## config.mk

```make
export PLATFORM = sky130hd
export DESIGN_NAME = cpu_wb_mul_ctrl
export DESIGN_NICKNAME = d
export VERILOG_FILES = /design/src/rtl/cpu_wb_mul_pkg.sv /design/src/rtl/cpu_wb_cla_adder.sv /design/src/rtl/cpu_wb_mul_ctrl.sv
export SDC_FILE = /design/constraint.sdc
export NUM_CORES = 1
export LEC_CHECK = 0
export CAP_MARGIN = 20
export CORE_ASPECT_RATIO = 0.8
export CORE_UTILIZATION = 30
export DETAILED_ROUTE_END_ITERATION = 12
export PLACE_DENSITY = 0.55
export SYNTH_ARGS = -nofsm -noshare
export SYNTH_HDL_FRONTEND = slang
export SYNTH_HIERARCHICAL = 1
export SYNTH_SLANG_ARGS = --single-unit
```

## constraint.sdc

```tcl
create_clock -name clk_i -period 14.7 [get_ports clk_i]
set_input_delay 2.205 -clock clk_i [delete_from_list [all_inputs] [get_ports clk_i]]
set_output_delay 2.205 -clock clk_i [all_outputs]
set_load 0.02 [all_outputs]
```

## src/rtl/cpu_wb_mul_pkg.sv

```systemverilog
// Shared constants for the Wishbone iterative shift-add multiplier:
// register word addresses, CTRL bit positions and FSM state encoding.
package cpu_wb_mul_pkg;

    localparam logic [2:0] ADR_OPA    = 3'd0;
    localparam logic [2:0] ADR_OPB    = 3'd1;
    localparam logic [2:0] ADR_CTRL   = 3'd2;
    localparam logic [2:0] ADR_RES_LO = 3'd3;
    localparam logic [2:0] ADR_RES_HI = 3'd4;

    // CTRL write bits
    localparam int CTRL_START    = 0;
    localparam int CTRL_DONE_CLR = 1;
    localparam int CTRL_IRQ_ENA  = 2;
    // CTRL read bits
    localparam int CTRL_BUSY     = 0;
    localparam int CTRL_DONE     = 1;

    localparam logic ST_IDLE = 1'b0;
    localparam logic ST_RUN  = 1'b1;

    function automatic logic [31:0] byte_merge(input logic [31:0] old_val,
                                               input logic [31:0] new_val,
                                               input logic [3:0]  sel);
        logic [31:0] merged;
        merged = old_val;
        for (int i = 0; i < 4; i++) begin
            if (sel[i]) merged[8*i +: 8] = new_val[8*i +: 8];
        end
        return merged;
    endfunction

endpackage

```

## src/rtl/cpu_wb_cla_adder.sv

```systemverilog
// Combinational generate/propagate adder shared by the CPU bus arithmetic
// blocks; carry chain is the lookahead recurrence c[i+1] = g[i] | p[i]&c[i].
module cpu_wb_cla_adder #(
    parameter int DATA_WID = 32
) (
    input  logic [DATA_WID-1:0] a,
    input  logic [DATA_WID-1:0] b,
    input  logic                carry_in,
    output logic [DATA_WID-1:0] sum,
    output logic                carry_out
);

    logic [DATA_WID-1:0] gen;
    logic [DATA_WID-1:0] prop;
    logic [DATA_WID:0]   carry;

    assign gen  = a & b;
    assign prop = a ^ b;

    always_comb begin
        carry[0] = carry_in;
        for (int i = 0; i < DATA_WID; i++) begin
            carry[i+1] = gen[i] | (prop[i] & carry[i]);
        end
    end

    assign sum       = prop ^ carry[DATA_WID-1:0];
    assign carry_out = carry[DATA_WID];

endmodule

```

## src/rtl/cpu_wb_mul_ctrl.sv

```systemverilog
// Wishbone B4 classic slave running a one-bit-per-clock shift-add multiplier.
// Define CPU_WB_MUL_IRQ_EN to add the irq_o port and the CTRL IRQ_ENA bit.
module cpu_wb_mul_ctrl
    import cpu_wb_mul_pkg::*;
#(
    parameter  int DATA_WID = 32,
    localparam int CNT_WID  = $clog2(DATA_WID) + 1
) (
    input  logic        clk_i,
    input  logic        rst_i,
    input  logic        wb_cyc_i,
    input  logic        wb_stb_i,
    input  logic        wb_we_i,
    input  logic [2:0]  wb_adr_i,
    input  logic [3:0]  wb_sel_i,
    input  logic [31:0] wb_dat_i,
    output logic [31:0] wb_dat_o,
    output logic        wb_ack_o
`ifdef CPU_WB_MUL_IRQ_EN
    ,
    output logic        irq_o
`endif
);

    logic                state;
    logic [CNT_WID-1:0]  cnt;
    logic [DATA_WID-1:0] opa, opb;
    logic [DATA_WID-1:0] mcand, mplier, acc;
    logic [DATA_WID-1:0] res_lo, res_hi;
    logic                done, done_next;
    logic [DATA_WID-1:0] addend, sum;
    logic                carry;
    logic [31:0]         opa_wr, opb_wr, rd_data;
    logic                req, wr, ctrl_wr, start_go, clr_cmd, last_step;

    assign req       = wb_cyc_i & wb_stb_i & ~wb_ack_o;
    assign wr        = req & wb_we_i;
    assign ctrl_wr   = wr & (wb_adr_i == ADR_CTRL) & wb_sel_i[0];
    assign start_go  = ctrl_wr & wb_dat_i[CTRL_START] & (state == ST_IDLE);
    assign clr_cmd   = ctrl_wr & wb_dat_i[CTRL_DONE_CLR];
    assign last_step = (state == ST_RUN) && (cnt == CNT_WID'(DATA_WID - 1));

    assign opa_wr = byte_merge(32'(opa), wb_dat_i, wb_sel_i);
    assign opb_wr = byte_merge(32'(opb), wb_dat_i, wb_sel_i);

    assign addend = mplier[0] ? mcand : '0;

    cpu_wb_cla_adder #(.DATA_WID(DATA_WID)) u_adder (
        .a         (acc),
        .b         (addend),
        .carry_in  (1'b0),
        .sum       (sum),
        .carry_out (carry)
    );

    // Completion outranks a simultaneous DONE_CLR; START can never coincide with it.
    always_comb begin
        done_next = done;
        if (start_go)       done_next = 1'b0;
        else if (last_step) done_next = 1'b1;
        else if (clr_cmd)   done_next = 1'b0;
    end

`ifdef CPU_WB_MUL_IRQ_EN
    logic irq_ena, irq_ena_next;
    assign irq_ena_next = ctrl_wr ? wb_dat_i[CTRL_IRQ_ENA] : irq_ena;
`endif

    // NOTE: every path assigns rd_data a default first, so no latch can be inferred.
    always_comb begin
        rd_data = '0;
        case (wb_adr_i)
            ADR_OPA:    rd_data = 32'(opa);
            ADR_OPB:    rd_data = 32'(opb);
            ADR_CTRL: begin
                rd_data[CTRL_BUSY] = (state == ST_RUN);
                rd_data[CTRL_DONE] = done;
`ifdef CPU_WB_MUL_IRQ_EN
                rd_data[CTRL_IRQ_ENA] = irq_ena;
`endif
            end
            ADR_RES_LO: rd_data = 32'(res_lo);
            ADR_RES_HI: rd_data = 32'(res_hi);
            default:    rd_data = '0;
        endcase
    end

    // NOTE: state is updated with non-blocking assignments so every register
    // samples pre-edge values, independent of statement order.
    always_ff @(posedge clk_i or posedge rst_i) begin
        if (rst_i) begin
            wb_ack_o <= 1'b0;
            wb_dat_o <= '0;
            opa      <= '0;
            opb      <= '0;
        end else begin
            wb_ack_o <= req;
            wb_dat_o <= (req & ~wb_we_i) ? rd_data : '0;
            if (wr && wb_adr_i == ADR_OPA) opa <= opa_wr[DATA_WID-1:0];
            if (wr && wb_adr_i == ADR_OPB) opb <= opb_wr[DATA_WID-1:0];
        end
    end

    always_ff @(posedge clk_i or posedge rst_i) begin
        if (rst_i) begin
            state  <= ST_IDLE;
            cnt    <= '0;
            mcand  <= '0;
            mplier <= '0;
            acc    <= '0;
            res_lo <= '0;
            res_hi <= '0;
            done   <= 1'b0;
        end else begin
            done <= done_next;
            if (start_go) begin
                state  <= ST_RUN;
                mcand  <= opa;
                mplier <= opb;
                acc    <= '0;
                cnt    <= '0;
            end else if (state == ST_RUN) begin
                // {carry, sum, mplier} >> 1: carry lands in the accumulator MSB.
                acc    <= {carry, sum[DATA_WID-1:1]};
                mplier <= {sum[0], mplier[DATA_WID-1:1]};
                cnt    <= cnt + 1'b1;
                if (last_step) begin
                    state  <= ST_IDLE;
                    res_hi <= {carry, sum[DATA_WID-1:1]};
                    res_lo <= {sum[0], mplier[DATA_WID-1:1]};
                end
            end
        end
    end

`ifdef CPU_WB_MUL_IRQ_EN
    always_ff @(posedge clk_i or posedge rst_i) begin
        if (rst_i) begin
            irq_ena <= 1'b0;
            irq_o   <= 1'b0;
        end else begin
            irq_ena <= irq_ena_next;
            irq_o   <= done_next & irq_ena_next;
        end
    end
`endif

endmodule
```

==> results of run 1 <==
==> routing by layer <==
layer  wire, microns  share of wire  global-route usage
met2           12100           0.44               0.213
met5               0              0                   0
met1           13600           0.49               0.203
met3            1180          0.043              0.0264
met4             821          0.030              0.0430
==> cell type report <==
cell class / count / area, sq um
Clock buffer: 50 / 915
Clock inverter: 3 / 46.3
Fill cell: 3718 / 24600
Inverter: 15 / 63.8
Multi-Input combinational cell: 493 / 4890
Sequential cell: 265 / 6640
Tap cell: 528 / 661
Timing Repair Buffer: 89 / 873
==> layout by cell type, fill, tap and decap left out, drive strengths merged, types with 9 or more instances in the layout <==
cell and instances:
buf 14, a22o 33, and2 64, nand3 9, nor2 9, a221o 32
clkdlybuf4s50 75, fa 32, a22oi 27, clkbuf 50, mux2 194, nand2 31
inv 15, dfrtp 265, a21oi 29
==> registers in the layout, summed over array words and instances (netlist names) <==
register	flops
acc	32
cnt	6
done	1
mcand	32
mplier	32
opa	32
opb	32
res_hi	32
res_lo	32
state	1
wb_ack_o	1
wb_dat_o	32
==> path summary, 6_finish.rpt <==
path                                      start                     end  slack (ps)  depth (start not counted)
setup reg to reg           mcand[0]$_DFFE_PP0P_  res_hi[30]$_DFFE_PP0P_        1340                         38
hold / removal               wb_ack_o$_DFF_PP0_      wb_ack_o$_DFF_PP0_         490                          1
setup / recovery           mcand[0]$_DFFE_PP0P_  res_hi[30]$_DFFE_PP0P_        1340                         38
max in group asynchronous                 rst_i  wb_dat_o[18]$_DFF_PP0_       10410                          5
hold reg to reg              wb_ack_o$_DFF_PP0_      wb_ack_o$_DFF_PP0_         490                          1
min in group asynchronous                 rst_i      cnt[0]$_DFFE_PP0P_        2200                          2
==> power by group through the flow <==
| stage | clock, mW | combinational (mW) | sequential (mW) |
|---|---|---|---|
| final | 0.729 | 0.295 | 0.944 |
| after global routing | 0.779 | 0.325 | 0.958 |
| after CTS | 0.754 | 0.298 | 0.943 |
| after detailed placement | 0 | 0.296 | 0.954 |
| after global placement | 0 | 0.292 | 0.952 |
| after floorplan | 0 | 0.256 | 0.897 |
==> per-stage QoR <==
step | worst slack, ps | util | hold WS, ps | power, mW
final | 1340 | 0.364 | 487 | 1.97
after global routing | 903 | 0.364 | 504 | 2.06
after CTS | 1340 | 0.363 | 491 | 2.00
after detailed placement | 1400 | 0.339 | 480 | 1.25
after global placement | 1420 | 0.339 | 467 | 1.24
after floorplan | 1840 | - | 463 | 1.15
==> cell families (layout without fill, tap and decap cells) <==
family | after synthesis | after routing | share of synthesized area
fa+ha+maj | 33 | 33 | 0.0549
other cells | 1 | 1 | 0.000315
compound gates | 133 | 133 | 0.0882
xor+xnor | 1 | 1 | 0.000736
flops | 265 | 265 | 0.557
buf+inv | 67 | 157 | 0.0325
mux | 194 | 194 | 0.202
simple gates | 131 | 131 | 0.0637
==> out/qor.log, run 1 <==
INFO  logic_synthesis yosysWarningCount=6
INFO  clock_network  post_cts.resized_instances=0
INFO  floorplanning  number_of_standard_cell_rows_in_the_floorplan=64
INFO  pwr            power_leakage=6.69nW
INFO  logic_synthesis synth_sequential_area_ratio=0.557
INFO  logic_synthesis synth_top_cell_area_share=0.557
INFO  clock_network  clkLatencyLatePin=550ps
INFO  critical_path  cpPeakStageDelay=410ps
INFO  finish         layoutNonFillerInstCount=1443
INFO  logic_synthesis post-synth-top-area-cell=dfrtp_1
INFO  timing         layout_worst_path_cycle_share=0.909
INFO  critical_path  crit_type=flip-flop to flip-flop
INFO  floorplanning  floorplan.initialDensity=0.308
INFO  critical_path  cp_max_fo=2
INFO  finish         antenna_cells_inserted=0
INFO  grt            grt_first_pass_wirelength=44600microns
INFO  logic_synthesis synth.distinct_cells=42
INFO  floorplanning  floorplan.io_pins=77
INFO  clock_network  cts-root-buf=clkbuf_16
INFO  floorplanning  fp.dieW=225microns
INFO  floorplanning  floorplan.die.height=180microns
INFO  logic_synthesis synth_top_cells_by_count=265 x dfrtp_1, 135 x mux2_2, 64 x and2_1
INFO  logic_synthesis synthTopCellsByArea=dfrtp_1 56%, mux2_2 13%, mux2_4 7.4%
INFO  timing         report.final.setup_viol=0
INFO  timing         worst_pin_slew=931ps
INFO  routing        drt-total-wl=27800microns
INFO  min_path       holdCritPathClass=flip-flop to flip-flop
INFO  routing        antenna_violating_nets_post_route=0
INFO  clock_network  clk_transition_reported_paths=60ps
INFO  routing        detailroute.via_count=6925
INFO  timing         grt_setup_unrepaired=no
INFO  critical_path  critPathSlowestCell=fa_1
INFO  pwr            power_switching=0.540mW
INFO  pwr            comb_power_share=0.150
INFO  run_status     run_status=complete, no violations
INFO  grt            grt.total_usage=0.141
INFO  timing         setup-tns-final=0ps
INFO  grt            grt_start_max_net_pins=116
INFO  routing        wl_per_cell=19.2microns
INFO  clock_network  cts.htree.levels=1
INFO  clock_network  cts_inserted_buffers=29
INFO  routing        initialDrtViolationCount=407
INFO  timing         slew_headroom=0.380
INFO  pwr            power_density=140nW/um^2
INFO  logic_synthesis synth.cell_area=11900squm
INFO  finish         final_nets=970
INFO  placed_design  dp_hpwl=16600microns
INFO  routing        drc_errors=0
INFO  routing        routed_via_density=4.80
INFO  grt            grt_remaining_overflow=0
INFO  pwr            p_int=1.43mW
INFO  pwr            switching_share=0.275
INFO  critical_path  required=15180ps
INFO  floorplanning  die_area=40500squm
INFO  finish         area_growth_syn_to_layout=18.4%
INFO  critical_path  critical_path.most_common_cell=fa_1
INFO  placed_design  port-buffer-count=76
INFO  placed_design  placed_area=13100squm
INFO  logic_synthesis yosys.cell_count.top_type=dfrtp_1
INFO  clock_network  post_cts_buffers=0
INFO  timing         max_freq=74.9MHz
INFO  logic_synthesis syn-num-nets=902
INFO  logic_synthesis synth-edff-count=0
INFO  logic_synthesis dominantRegCellSynth=dfrtp_1
INFO  pwr            power_frac_seq=0.480
INFO  logic_synthesis per_instance_average_area_after_synthesis=14.4squm
INFO  logic_synthesis synthArstFlopShare=1.00
INFO  logic_synthesis ys_seq_elements=265
INFO  placed_design  routabilityCongestion=0.707
INFO  pwr            clock_network_fraction_of_total_power=0.370
INFO  critical_path  cp.buffers_inverters=4
INFO  finish         final_cell_area=14100squm
INFO  timing         hold_viol=0
INFO  pwr            ir_worst_vdd=0.0840mV
INFO  timing         period_minus_slack=13360ps
INFO  timing         report.final.slew_viol_count=0
INFO  finish         post_route_cells_drive_above_1_share=0.285
INFO  routing        firstDrtPassIters=5
INFO  timing         clock-skew-final=11.7ps
INFO  clock_network  cts_max_path_buffers=3
INFO  critical_path  critical_path.top_delay_family=adder cells
INFO  run            cap_violations=0
INFO  logic_synthesis syn_inst=825
INFO  clock_network  clkSinkCount=265
INFO  critical_path  endpoint_kind=flip-flop
INFO  clock_network  clock_tree_from_tritoncts=done
INFO  critical_path  critPathArrivalTime=13840ps
INFO  grt            grt_antenna_before_repair=0
INFO  critical_path  setup.worst_path.start_class=flip-flop
INFO  floorplanning  fp.coreArea=38700squm
INFO  clock_network  holdBufCountCts=0
INFO  grt            first_global_vias=7572
INFO  placed_design  placed_cells=1389
No activity file was read; power rests on OpenSTA's default activity.
==> run 2, diff against run 1 <==
--- a/config.mk
+++ b/config.mk
@@ -7,9 +7,9 @@
 export LEC_CHECK = 0
 export CAP_MARGIN = 20
 export CORE_ASPECT_RATIO = 0.8
-export CORE_UTILIZATION = 30
+export CORE_UTILIZATION = 55
 export DETAILED_ROUTE_END_ITERATION = 12
-export PLACE_DENSITY = 0.55
+export PLACE_DENSITY = 0.84
 export SYNTH_ARGS = -nofsm -noshare
 export SYNTH_HDL_FRONTEND = slang
 export SYNTH_HIERARCHICAL = 1
==> run 2 against run 1 <==
Net effect: the run now ends with design-rule violations left; die area down 45%; worst setup slack worse by 200 ps; worst hold slack better by 3.1 ps; non-clock buffer count unchanged; critical path depth down 2; design area down 3.2%; clock power down 11%; critical path type unchanged; via count up 1.9%; critical endpoint unchanged.
==> out/qor.log, run 2 (synthesized netlist as in run 1, its figures left out) <==
INFO  critical_path  endpoint_kind=flip-flop
INFO  routing        antenna_violating_nets_post_route=0 [unchanged]
INFO  clock_network  clock_tree_from_tritoncts=done
INFO  timing         fin_worst_hold_slack=490ps [+3.14 ps]
INFO  placed_design  port-buffer-count=76 [unchanged]
INFO  grt            grt_remaining_overflow=0 [unchanged]
INFO  critical_path  required=15160ps [-20 ps]
INFO  finish         layout.cells.most_common_list=264 x dfrtp_1, 135 x mux2_2, 75 x clkdlybuf4s50_1
INFO  grt            grt_first_pass_wirelength=41400microns [-7.2%]
INFO  timing         report.final.setup_viol=0 [unchanged]
INFO  placed_design  placed_cells=1130 [-19%]
INFO  placed_design  placed_area=12800squm [-2.5%]
INFO  finish         post-route-util=0.651 [+0.287]
INFO  critical_path  setup.worst_path.start_class=flip-flop
INFO  run            cap_violations=0 [unchanged]
INFO  timing         grt_setup_unrepaired=no
INFO  pwr            design_power_total=1.89mW [-3.9%]
INFO  critical_path  critPathArrivalTime=14020ps [+180 ps]
INFO  finish         final_cell_area=13600squm [-3.2%]
INFO  floorplanning  number_of_standard_cell_rows_in_the_floorplan=47 [-27%]
INFO  grt            first_global_vias=7566 [-0.079%]
INFO  clock_network  clk_transition_reported_paths=60ps [about the same]
INFO  clock_network  clkLatencyLatePin=530ps [-20 ps]
INFO  pwr            ir_worst_vdd=0.0872mV [+3.8%]
INFO  min_path       holdCritPathClass=flip-flop to flip-flop
INFO  routing        drt-total-wl=25100microns [-9.6%]
INFO  routing        wl_per_cell=21.3microns [+11%]
INFO  floorplanning  fp.coreArea=20900squm [-46%]
INFO  placed_design  dpl_worst_slack=1340ps [-52.0 ps]
INFO  finish         final_nets=968 [-0.21%]
INFO  clock_network  post_cts_buffers=0 [unchanged]
INFO  pwr            power_switching=0.522mW [-3.4%]
INFO  critical_path  cp_max_fo=32 [+30]
INFO  timing         max_freq=73.7MHz [-1.5%]
INFO  grt            grt.total_usage=0.235 [+0.0942]
INFO  timing         setup-tns-final=0ps [unchanged]
INFO  timing         period_minus_slack=13560ps [+204 ps]
INFO  pwr            p_int=1.37mW [-4.0%]
INFO  grt            use_met3=0.0395 [+0.0131]
INFO  run_status     violations=design-rule violations
INFO  placed_design  dp_hpwl=14900microns [-10%]
INFO  grt            grt.met2_usage=0.386 [+0.173]
INFO  clock_network  cts-root-buf=clkbuf_16
INFO  finish         filler_cell_count=1493 [-60%]
INFO  floorplanning  die_area=22200squm [-45%]
INFO  run_status     run_status=finished, violations left
INFO  pwr            comb_power_share=0.173 [+0.023]
INFO  grt            global_route.usage.met1=0.330 [+0.128]
INFO  timing         worst_pin_slew=980ps [+49.1 ps]
INFO  clock_network  post_cts.resized_instances=0 [unchanged]
INFO  routing        firstDrtPassIters=9 [+4]
INFO  clock_network  cts.htree.levels=1 [unchanged]
INFO  finish         post_route_cells_drive_above_1_share=0.283 [-0.00252]
INFO  clock_network  cts_inserted_buffers=27 [-6.9%]
INFO  finish         area_growth_syn_to_layout=14.6%
INFO  critical_path  critPathSlowestCell=fa_1
INFO  pwr            switching_share=0.276 [+0.00123]
INFO  finish         layoutNonFillerInstCount=1178 [-18%]
INFO  grt            grt_start_max_net_pins=119 [+2.6%]
INFO  critical_path  cpPeakStageDelay=440ps [+30 ps]
INFO  floorplanning  floorplan.die.height=134microns [-26%]
INFO  clock_network  cts_max_path_buffers=3 [unchanged]
INFO  finish         layout_commonest_cell=dfrtp_1
INFO  pwr            power_leakage=6.64nW [-0.77%]
INFO  pwr            power_density=139nW/um^2 [-0.68%]
INFO  grt            busiest_layer=met2
INFO  critical_path  critical_path.top_delay_family=adder cells
INFO  routing        detailroute.via_count=7058 [+1.9%]
INFO  placed_design  routabilityCongestion=0.763 [+8.0%]
INFO  floorplanning  floorplan.initialDensity=0.568 [+0.261]
INFO  clock_network  clkSinkCount=265 [unchanged]
INFO  critical_path  critical_path.most_common_cell=fa_1
INFO  routing        drc_errors=4 [+4]
INFO  timing         report.final.slew_viol_count=0 [unchanged]
INFO  timing         setup_slack_after_layout=1140ps [-204 ps]
INFO  critical_path  crit_type=flip-flop to flip-flop
INFO  timing         clock-skew-final=13.0ps [+1.33 ps]
INFO  clock_network  holdBufCountCts=0 [unchanged]
INFO  timing         hold_viol=0 [unchanged]
INFO  floorplanning  floorplan.io_pins=77 [unchanged]
INFO  floorplanning  fp.dieW=166microns [-26%]
INFO  timing         layout_worst_path_cycle_share=0.922 [+0.0139]
INFO  critical_path  cp.buffers_inverters=3 [-1]
INFO  routing        routed_via_density=5.99 [+25%]
INFO  pwr            clock_network_fraction_of_total_power=0.344 [-0.026]
INFO  pwr            power_frac_seq=0.483 [+0.003]
INFO  finish         antenna_cells_inserted=0 [unchanged]
INFO  routing        initialDrtViolationCount=525 [+29%]
INFO  timing         slew_headroom=0.347 [-0.0327]
INFO  grt            grt_antenna_before_repair=0 [unchanged]
[run 2: cell type report]
type	count	area, sq um	share of cell area
Multi-Input combinational cell	493	4890	0.359
Inverter	15	63.8	0.00468
Tap cell	269	337	0.0247
Clock buffer	43	816	0.0598
Timing Repair Buffer	89	873	0.0641
Sequential cell	265	6630	0.487
Clock inverter	4	20.0	0.00147
[run 2: path summary, 6_finish.rpt]
path,startpoint,endpoint,slack [ps],depth (start not counted)
worst min-delay path,wb_ack_o$_DFF_PP0_,wb_ack_o$_DFF_PP0_,490,1
min in group asynchronous,rst_i,opa[3]$_DFFE_PP0P_,2230,2
worst max-delay path,mplier[0]$_DFFE_PP0P_,res_hi[30]$_DFFE_PP0P_,1140,36
max in group asynchronous,rst_i,res_hi[19]$_DFFE_PP0P_,11100,3
worst min register to register,wb_ack_o$_DFF_PP0_,wb_ack_o$_DFF_PP0_,490,1
worst max register to register,mplier[0]$_DFFE_PP0P_,res_hi[30]$_DFFE_PP0P_,1140,36
[run 2: power by group through the flow]
stage | sequential [mW] | clock [mW] | combinational (mW)
after floorplan | 0.897 | 0 | 0.256
after global placement | 0.916 | 0 | 0.312
after detailed placement | 0.921 | 0 | 0.325
after CTS | 0.912 | 0.657 | 0.328
after global routing | 0.926 | 0.686 | 0.355
final | 0.914 | 0.650 | 0.328
[run 2: layer usage]
metal / wire [microns] / vias up
met4: 483 / 0
met2: 11900 / 195
met3: 1210 / 42
met1: 11500 / 3714
met5: 0 / -
li1: - / 3107
